$ cat config.mk
export PLATFORM = sky130hd
export DESIGN_NAME = calc_sequencer
export DESIGN_NICKNAME = d
export VERILOG_FILES = /design/src/rtl/nn_pkg.sv /design/src/rtl/calc_counter.sv /design/src/rtl/calc_sequencer.sv
export SDC_FILE = /design/constraint.sdc
export NUM_CORES = 1
export LEC_CHECK = 0
export CAP_MARGIN = 40
export CORE_ASPECT_RATIO = 0.7
export CORE_MARGIN = 2
export CORE_UTILIZATION = 41
export DETAILED_ROUTE_END_ITERATION = 10
export GPL_TIMING_DRIVEN = 0
export PLACE_DENSITY = 0.65
export SYNTH_ARGS = -nofsm -noshare
export SYNTH_HDL_FRONTEND = slang
export SYNTH_SLANG_ARGS = --single-unit
export TNS_END_PERCENT = 20
$ cat constraint.sdc
create_clock -name clk -period 2.3 [get_ports clk]
set_input_delay 0.46 -clock clk [delete_from_list [all_inputs] [get_ports clk]]
set_output_delay 0.46 -clock clk [all_outputs]
set_load 0.01 [all_outputs]
$ cat src/rtl/nn_pkg.sv
// Shared definitions for the neural-network calculation block: the sequencer
// state encoding, default sizing parameters and the RAM/result address widths.
package nn_pkg;

    localparam int DEFAULT_NUM_INPUTS   = 784;
    localparam int DEFAULT_NUM_OUTPUTS  = 10;
    localparam int DEFAULT_DRAIN_CYCLES = 2;

    localparam int PIXEL_ADDR_W  = 11;
    localparam int WEIGHT_ADDR_W = 13;
    localparam int RESULT_ADDR_W = 4;
    localparam int DRAIN_CNT_W   = 3;

    typedef enum logic [2:0] {
        IDLE  = 3'd0,
        CLEAR = 3'd1,
        FETCH = 3'd2,
        DRAIN = 3'd3,
        STORE = 3'd4,
        DONE  = 3'd5
    } calc_state_t;

endpackage

$ cat src/rtl/calc_counter.sv
// Saturating up-counter with synchronous clear, count enable and a
// programmable terminal count. The terminal flag is high while the count
// equals the terminal value, and the count holds there instead of wrapping.
module calc_counter #(
    parameter int WIDTH = 8
) (
    input  logic             clk,
    input  logic             n_rst,
    input  logic             clear,
    input  logic             enable,
    input  logic [WIDTH-1:0] terminal_count,
    output logic [WIDTH-1:0] count,
    output logic             terminal
);

    assign terminal = (count == terminal_count);

    // Count up while enabled; clear wins over enable; hold once terminal.
    always_ff @(posedge clk or negedge n_rst) begin
        if (!n_rst) begin
            count <= '0;
        end else if (clear) begin
            count <= '0;
        end else if (enable && !terminal) begin
            count <= count + WIDTH'(1);
        end
    end

endmodule

$ cat src/rtl/calc_sequencer.sv
// Sequencer for a fully connected layer: for each output neuron it clears the
// external MAC, streams NUM_INPUTS pixel/weight pairs out of the RAMs, waits for
// the MAC pipeline to drain, then stores the accumulator into a result slot.
// Dropping start_calc at any point while busy aborts back to IDLE.
module calc_sequencer
    import nn_pkg::*;
#(
    parameter int NUM_INPUTS   = DEFAULT_NUM_INPUTS,
    parameter int NUM_OUTPUTS  = DEFAULT_NUM_OUTPUTS,
    parameter int DRAIN_CYCLES = DEFAULT_DRAIN_CYCLES
) (
    input  logic                     clk,
    input  logic                     n_rst,
    input  logic                     start_calc,
    output logic [PIXEL_ADDR_W-1:0]  pixel_read_address,
    output logic [WEIGHT_ADDR_W-1:0] weight_read_address,
    output logic                     mem_read,
    output logic                     mac_clear,
    output logic                     mac_enable,
    output logic                     result_write,
    output logic [RESULT_ADDR_W-1:0] result_address,
    output logic                     busy,
    output logic                     done_calc
);

    localparam logic [PIXEL_ADDR_W-1:0]  IN_LAST    = PIXEL_ADDR_W'(NUM_INPUTS - 1);
    localparam logic [RESULT_ADDR_W-1:0] OUT_LAST   = RESULT_ADDR_W'(NUM_OUTPUTS - 1);
    localparam logic [DRAIN_CNT_W-1:0]   DRAIN_LAST = DRAIN_CNT_W'(DRAIN_CYCLES - 1);

    calc_state_t              state;
    calc_state_t              next_state;
    logic [PIXEL_ADDR_W-1:0]  in_cnt;
    logic                     in_last;
    logic [DRAIN_CNT_W-1:0]   drain_cnt;
    logic                     drain_last;
    logic [RESULT_ADDR_W-1:0] out_cnt;
    logic [WEIGHT_ADDR_W-1:0] weight_cnt;
    logic                     mac_pipe;

    // Input index within the current neuron; only counts during FETCH.
    calc_counter #(
        .WIDTH(PIXEL_ADDR_W)
    ) u_in_counter (
        .clk           (clk),
        .n_rst         (n_rst),
        .clear         (state != FETCH),
        .enable        (state == FETCH),
        .terminal_count(IN_LAST),
        .count         (in_cnt),
        .terminal      (in_last)
    );

    // Drain wait so the last RAM read has passed through the MAC before STORE.
    calc_counter #(
        .WIDTH(DRAIN_CNT_W)
    ) u_drain_counter (
        .clk           (clk),
        .n_rst         (n_rst),
        .clear         (state != DRAIN),
        .enable        (state == DRAIN),
        .terminal_count(DRAIN_LAST),
        .count         (drain_cnt),
        .terminal      (drain_last)
    );

    // State register.
    always_ff @(posedge clk or negedge n_rst) begin
        if (!n_rst) begin
            state <= IDLE;
        end else begin
            state <= next_state;
        end
    end

    // Output neuron index: zeroed in IDLE, advanced after each completed store.
    always_ff @(posedge clk or negedge n_rst) begin
        if (!n_rst) begin
            out_cnt <= '0;
        end else if (state == IDLE) begin
            out_cnt <= '0;
        end else if (state == STORE && start_calc && out_cnt != OUT_LAST) begin
            out_cnt <= out_cnt + RESULT_ADDR_W'(1);
        end
    end

    // Running weight address; stepping it every FETCH cycle keeps it equal to
    // out_cnt*NUM_INPUTS+in_cnt without a multiplier.
    always_ff @(posedge clk or negedge n_rst) begin
        if (!n_rst) begin
            weight_cnt <= '0;
        end else if (state == IDLE) begin
            weight_cnt <= '0;
        end else if (state == FETCH && start_calc) begin
            weight_cnt <= weight_cnt + WEIGHT_ADDR_W'(1);
        end
    end

    // RAM read data arrives one cycle after mem_read; an abort flushes it.
    always_ff @(posedge clk or negedge n_rst) begin
        if (!n_rst) begin
            mac_pipe <= 1'b0;
        end else begin
            mac_pipe <= mem_read && start_calc;
        end
    end

    assign mac_enable = mac_pipe;

    // Next-state and Moore outputs; every busy state falls back to IDLE when
    // start_calc is withdrawn, and STORE suppresses the write in that case.
    always_comb begin
        next_state          = state;
        mac_clear           = 1'b0;
        mem_read            = 1'b0;
        pixel_read_address  = '0;
        weight_read_address = '0;
        result_write        = 1'b0;
        result_address      = '0;
        busy                = 1'b0;
        done_calc           = 1'b0;
        case (state)
            IDLE: begin
                if (start_calc) begin
                    next_state = CLEAR;
                end
            end
            CLEAR: begin
                busy      = 1'b1;
                mac_clear = 1'b1;
                next_state = start_calc ? FETCH : IDLE;
            end
            FETCH: begin
                busy                = 1'b1;
                mem_read            = 1'b1;
                pixel_read_address  = in_cnt;
                weight_read_address = weight_cnt;
                if (!start_calc) begin
                    next_state = IDLE;
                end else if (in_last) begin
                    next_state = DRAIN;
                end
            end
            DRAIN: begin
                busy = 1'b1;
                if (!start_calc) begin
                    next_state = IDLE;
                end else if (drain_last) begin
                    next_state = STORE;
                end
            end
            STORE: begin
                busy = 1'b1;
                if (!start_calc) begin
                    next_state = IDLE;
                end else begin
                    result_write   = 1'b1;
                    result_address = out_cnt;
                    next_state     = (out_cnt == OUT_LAST) ? DONE : CLEAR;
                end
            end
            DONE: begin
                done_calc = 1'b1;
                if (!start_calc) begin
                    next_state = IDLE;
                end
            end
            default: begin
                next_state = IDLE;
            end
        endcase
    end

    // The drain count can never pass its terminal value while draining.
    always_comb begin
        if (state == DRAIN) begin
            assert (drain_cnt <= DRAIN_LAST);
        end
    end

endmodule

# After elaboration in Yosys (flattened, before gate mapping)

Index checks and enable logic that the tools add are counted.

Word-level logic and storage cells: 68
Register bits: 35
Bits of input ports: 3

Reduce and logical (&&, ||, !) cells: 15
Muxes and demuxes: 28
$add $sub $neg: 4
Equal/unequal tests: 15

Operators with widths:

| operator                                                                | count |
|---|---|
| 13-bit 2-to-1 mux                                                       | 3 |
| 11-bit 2-to-1 mux                                                       | 3 |
| 3-bit 2-to-1 mux                                                        | 10 |
| 3-bit one-hot mux with 6 select lines                                   | 1 |
| 4-bit 2-to-1 mux                                                        | 4 |
| 13-bit by 1-bit adder with 13-bit output, second input constant         | 1 |
| 11-bit by 1-bit adder with 11-bit output, second input constant         | 1 |
| 11-bit by 10-bit == test with 1-bit output, second input constant       | 1 |
| 2-bit nonzero test                                                      | 4 |
| 3-bit by 1-bit == test with 1-bit output, second input constant         | 2 |
| 3-bit by 2-bit == test with 1-bit output, second input constant         | 2 |
| 3-bit == test, second input constant                                    | 2 |
| 1-bit logical AND                                                       | 6 |
| 1-bit 2-to-1 mux                                                        | 6 |
| 3-bit by 2-bit inequality test with 1-bit output, second input constant | 2 |
| 3-bit inequality test, second input constant                            | 2 |
| 4-bit by 1-bit adder with 4-bit output, second input constant           | 1 |
| 4-bit == test, second input constant                                    | 1 |
| 2-bit inequality test, second input constant                            | 2 |
| 4-bit inequality test, second input constant                            | 1 |
| 4-bit AND reduction                                                     | 1 |
| 4-bit OR reduction                                                      | 1 |
| 3-bit by 1-bit adder with 3-bit output, second input constant           | 1 |
| 3-bit logical NOT                                                       | 1 |
| 2 further kinds                                                         | 3 |

# Longest topological paths before layout

Depth in word-level cells: 5
Depth in mapped cells: 6
Depth with buffers taken out: 6

# Cells and area by module

Synthesis repeated with hierarchy kept, for this count alone.

Cell total of the unflattened synthesis: 262
Area total of the unflattened synthesis: 2363.5 µm²

Modules (own cells, without submodules):

| module                         | cells an instance | seq. area each (µm²) | area an instance (µm²) | instances |
|---|---|---|---|---|
| calc_sequencer                 | 156               | 525.5                | 1348.8                 | 1 |
| calc_counter (u_in_counter)    | 78                | 275.3                | 747.0                  | 1 |
| calc_counter (u_drain_counter) | 28                | 75.1                 | 267.8                  | 1 |

# Worst setup path after synthesis

OpenSTA, ideal clock, no wires.

Kind: reg2out
Start point: reg state[1]
End point: out result_address[0]
Path buffers: 2
Stages on the path, launching flop included: 5
Slack: 581 ps
Required time: 1840 ps
Arrival: 1259 ps
Cell sequence: dfrtp_1 > buf_2 > nor4bb_1 > clkbuf_1 > and2_1

Longest elaborated chain between the ends: 2

RTL lines:

| item                   | RTL line              | text |
|---|---|---|
| from (decl)            | calc_sequencer.sv:30  | `calc_state_t state;` |
| from (signal assigned) | calc_sequencer.sv:71  | `state <= next_state;` |
| 3-bit == test          | calc_sequencer.sv:121 | `case (state)` |
| 4-bit 2-to-1 mux       | calc_sequencer.sv:121 |  |
| to (decl)              | calc_sequencer.sv:21  | `output logic [RESULT_ADDR_W-1:0] result_address,` |

Every way passes these cells.

# Final worst setup path

Start point: reg state[1]
End point: out result_address[3]

The elaborated chain is that of the path after synthesis.

==> metrics <==
placed insts=306; Total Power=1.42 mW; clock transition at the registers of the reported paths=80 ps; CTS Buf Count=5; nets@finish=271; Clock Sinks=35; Final Hold Fails=0; Starting Density=0.420; RD Place Congestion=0.758; Post-route DRC=0; DR pass1 iterations=4; distinct cell type count after synthesis=42; n_diodes=0; critical path depth=6; count of final setup violators=0; Final min period=2250 ps; Yosys top cell area share=0.443; CP arrival=1790 ps; fin util=0.556; Clock Skews=10.5 ps; critical path's slowest cell=dfrtp_1; wire per inst=14.3 um; R2R Path Start=state[0]$_DFFE_PN0P_; Post-synth EDFFs=0; total negative slack=0 ps; Mapped Area=0.00198 mm^2; worst-skew pair later-pin latency=290 ps; Core Region=0.00470 mm^2; kind of end point of the critical path=output pin; R2R depth=6; Least-Margin Pin Slew=788 ps; period utilisation layout=0.976; CTS tree=done; non-filler cells, final=320; FF-to-FF setup slack=360 ps; Synth Warn #=0; RSZ-0062 raised after global routing=yes; Post-synth ARST share=1.00; first-pass GRT wire length=7.45 mm; DIE HEIGHT=62.1 um; WP buf/inv=4; via/cell ratio=5.32; maximum vdd drop=0.285 mV; total gr overflow=0; Tot GR Track Use=0.182; Area growth, synth to finish=32.3%; pin count of the biggest net entering global routing=36; Max-Cap Viols=0; PwrDens=545 mW/mm^2; Primary FF master, synth=dfrtp_1; status=finished clean; Crit Path Category=register to output pin; Req. time, crit path=1840 ps; critical path capture point=result_address[3]; share of cells above drive strength 1=0.129; top fanout value on the critical path=9; #FFs+latches synth=35; worst setup path start=state[1]$_DFFE_PN0P_; Crit Reg-Reg Endpoint=weight_cnt[12]$_DFFE_PN0P_; H-Tree Depth=2; Post-DP HPWL=2.97 mm; most used cell, CP=buf_4; slowest stage delay, CP=370 ps; Rel. slew slack=0.475; initial antenna violation count=0; hold_buf cts=0; post-detailed-route count of antenna-violating nets=0; row cnt=21; Post-Syn Nets=222; Avg Inst Size Synth=9.28 um^2; port buffer count=36; area leader, netlist=dfrtp_1; final wirelength=4.56 mm; CP top delay family=buffers and inverters; Boundary Pins=37; Root Driver=clkbuf_8; max-slew violations=0; Startpoint Class=register; fmax=0.445 GHz; leakage=1.41 nW; Die Wd=87.0 um; class of the worst hold path=input port to asynchronous set/reset pin; vias in the first global route=1542; synthesized instance count=213; drt first-iter violations=47; Seq/Total Area, Yosys=0.443; DIE AREA=0.00540 mm^2; vias after detailed routing=1703; worst-path cell chain=buf_4 -> nor4bb_4 -> buf_4 -> buf_4 -> and2_1 -> dlygate4sd2_1; Synth area leaders=dfrtp_1, and3_1, xor2_1, nor2_1, ha_1; Clock Path Buffers=2
state kept, by name, indices dropped and copies added (netlist names):
register,flops
out_cnt,4
mac_enable,1
weight_cnt,13
u_drain_counter.count,3
u_in_counter.count,11
state,3
routing by layer:
layer	global-route usage	share of wire	up-vias
met5	0	0	-
met4	0.0603	0.0081	0
met1	0.260	0.52	812
met3	0.0423	0.042	5
met2	0.275	0.43	35
li1	-	-	851
cell type report:
type	instances	area [um^2]
tap	57	71.3
sequential	35	877
clock buffer	6	82.6
timing repair buffer	42	383
fill	449	2090
buffer	10	76.3
multi-input combinational	163	1070
inverter	5	18.8
clock inverter	2	35.0
worst reg2reg max path: stages, from the launching register on:
cell,delay (ps)
dfrtp_2,480
buf_4,170
nand4bb_4,220
inv_2,160
nand3_1,160
or4_1,530
a21oi_1,150
cells by family (layout without fill, tap and decap cells):
kind of cell               Yosys count  count (layout)  share of synthesized area
muxes                                1               1                    0.00507
and+or+nand+nor                    115             115                      0.332
AOI/OAI and AO/OA                   25              25                     0.0779
buffers and inverters               15              65                     0.0329
xor gates and xnor gates            16              16                     0.0709
adders and majority gates            6               6                     0.0380
DFF                                 35              35                      0.443
synthesized netlist by cell type (2+ instances only):
| master | number |
|---|---|
| dfrtp_1 | 35 |
| xnor2_1 | 6 |
| ha_1 | 6 |
| nor3_1 | 3 |
| clkbuf_1 | 8 |
| o21ai_0 | 10 |
| nand2b_1 | 2 |
| a31oi_1 | 2 |
| nor4_1 | 2 |
| a21oi_1 | 6 |
| nor2_1 | 22 |
| or3_1 | 2 |
| and2_1 | 6 |
| or4_1 | 2 |
| nand3_1 | 12 |
| and3_1 | 27 |
| and4_1 | 3 |
| o31ai_1 | 2 |
| xor2_1 | 10 |
| nand2_1 | 18 |
| nor2b_1 | 2 |
| nand4_1 | 4 |
| inv_1 | 4 |
cells in the final DEF (no fill, tap or decap), types with 2 or more instances in the layout:
cell type,n
a21oi_1,6
a31oi_1,2
and2_1,6
and3_1,27
and4_1,3
buf_2,3
buf_4,7
clkbuf_1,2
clkbuf_2,3
clkbuf_8,8
clkdlybuf4s50_1,4
dfrtp_1,34
dlygate4sd2_1,22
dlymetal6s2s_1,7
ha_1,6
inv_1,4
nand2_1,17
nand2b_1,2
nand3_1,12
nand4_1,4
nor2_1,21
nor2b_1,2
nor3_1,3
nor4_1,2
o21ai_0,10
o31ai_1,2
or3_1,2
or4_1,2
xnor2_1,6
xor2_1,10
what timing repair did:
item / in CTS / in global routing
gates cloned: 1 / 0
pin swaps: 1 / 2
setup buffers: 1 / 4
endpoints found under the setup margin: 31 / 12
resized for setup: 40 / 20
stage by stage:
stage	hold slack, ps	area [um^2]	setup WS (ps)
floorplan	164	1980	581
global placement	495	2410	-474
detailed placement	504	2400	-461
CTS	286	2560	-105
global route	319	2610	-42.7
finish	254	2610	54.5
worst min path at each step:
| stage | startpoint | endpoint | slack (ps) |
|---|---|---|---|
| finish | n_rst | u_in_counter.count[3]$_DFFE_PN0P_ | 250 |
| global route | n_rst | state[2]$_DFFE_PN0P_ | 320 |
| CTS | n_rst | u_in_counter.count[3]$_DFFE_PN0P_ | 290 |
| detailed placement | out_cnt[3]$_DFFE_PN0P_ | out_cnt[3]$_DFFE_PN0P_ | 500 |
| global placement | out_cnt[3]$_DFFE_PN0P_ | out_cnt[3]$_DFFE_PN0P_ | 500 |
| floorplan | n_rst | mac_enable$_DFF_PN0_ | 160 |
where the power goes:
part	internal, mW	switching, mW
Clock	0.351	0.232
Sequential	0.628	0.0172
Combinational	0.0783	0.117
Total	1.06	0.366
Note: power is estimated with default switching activity, not from simulation.
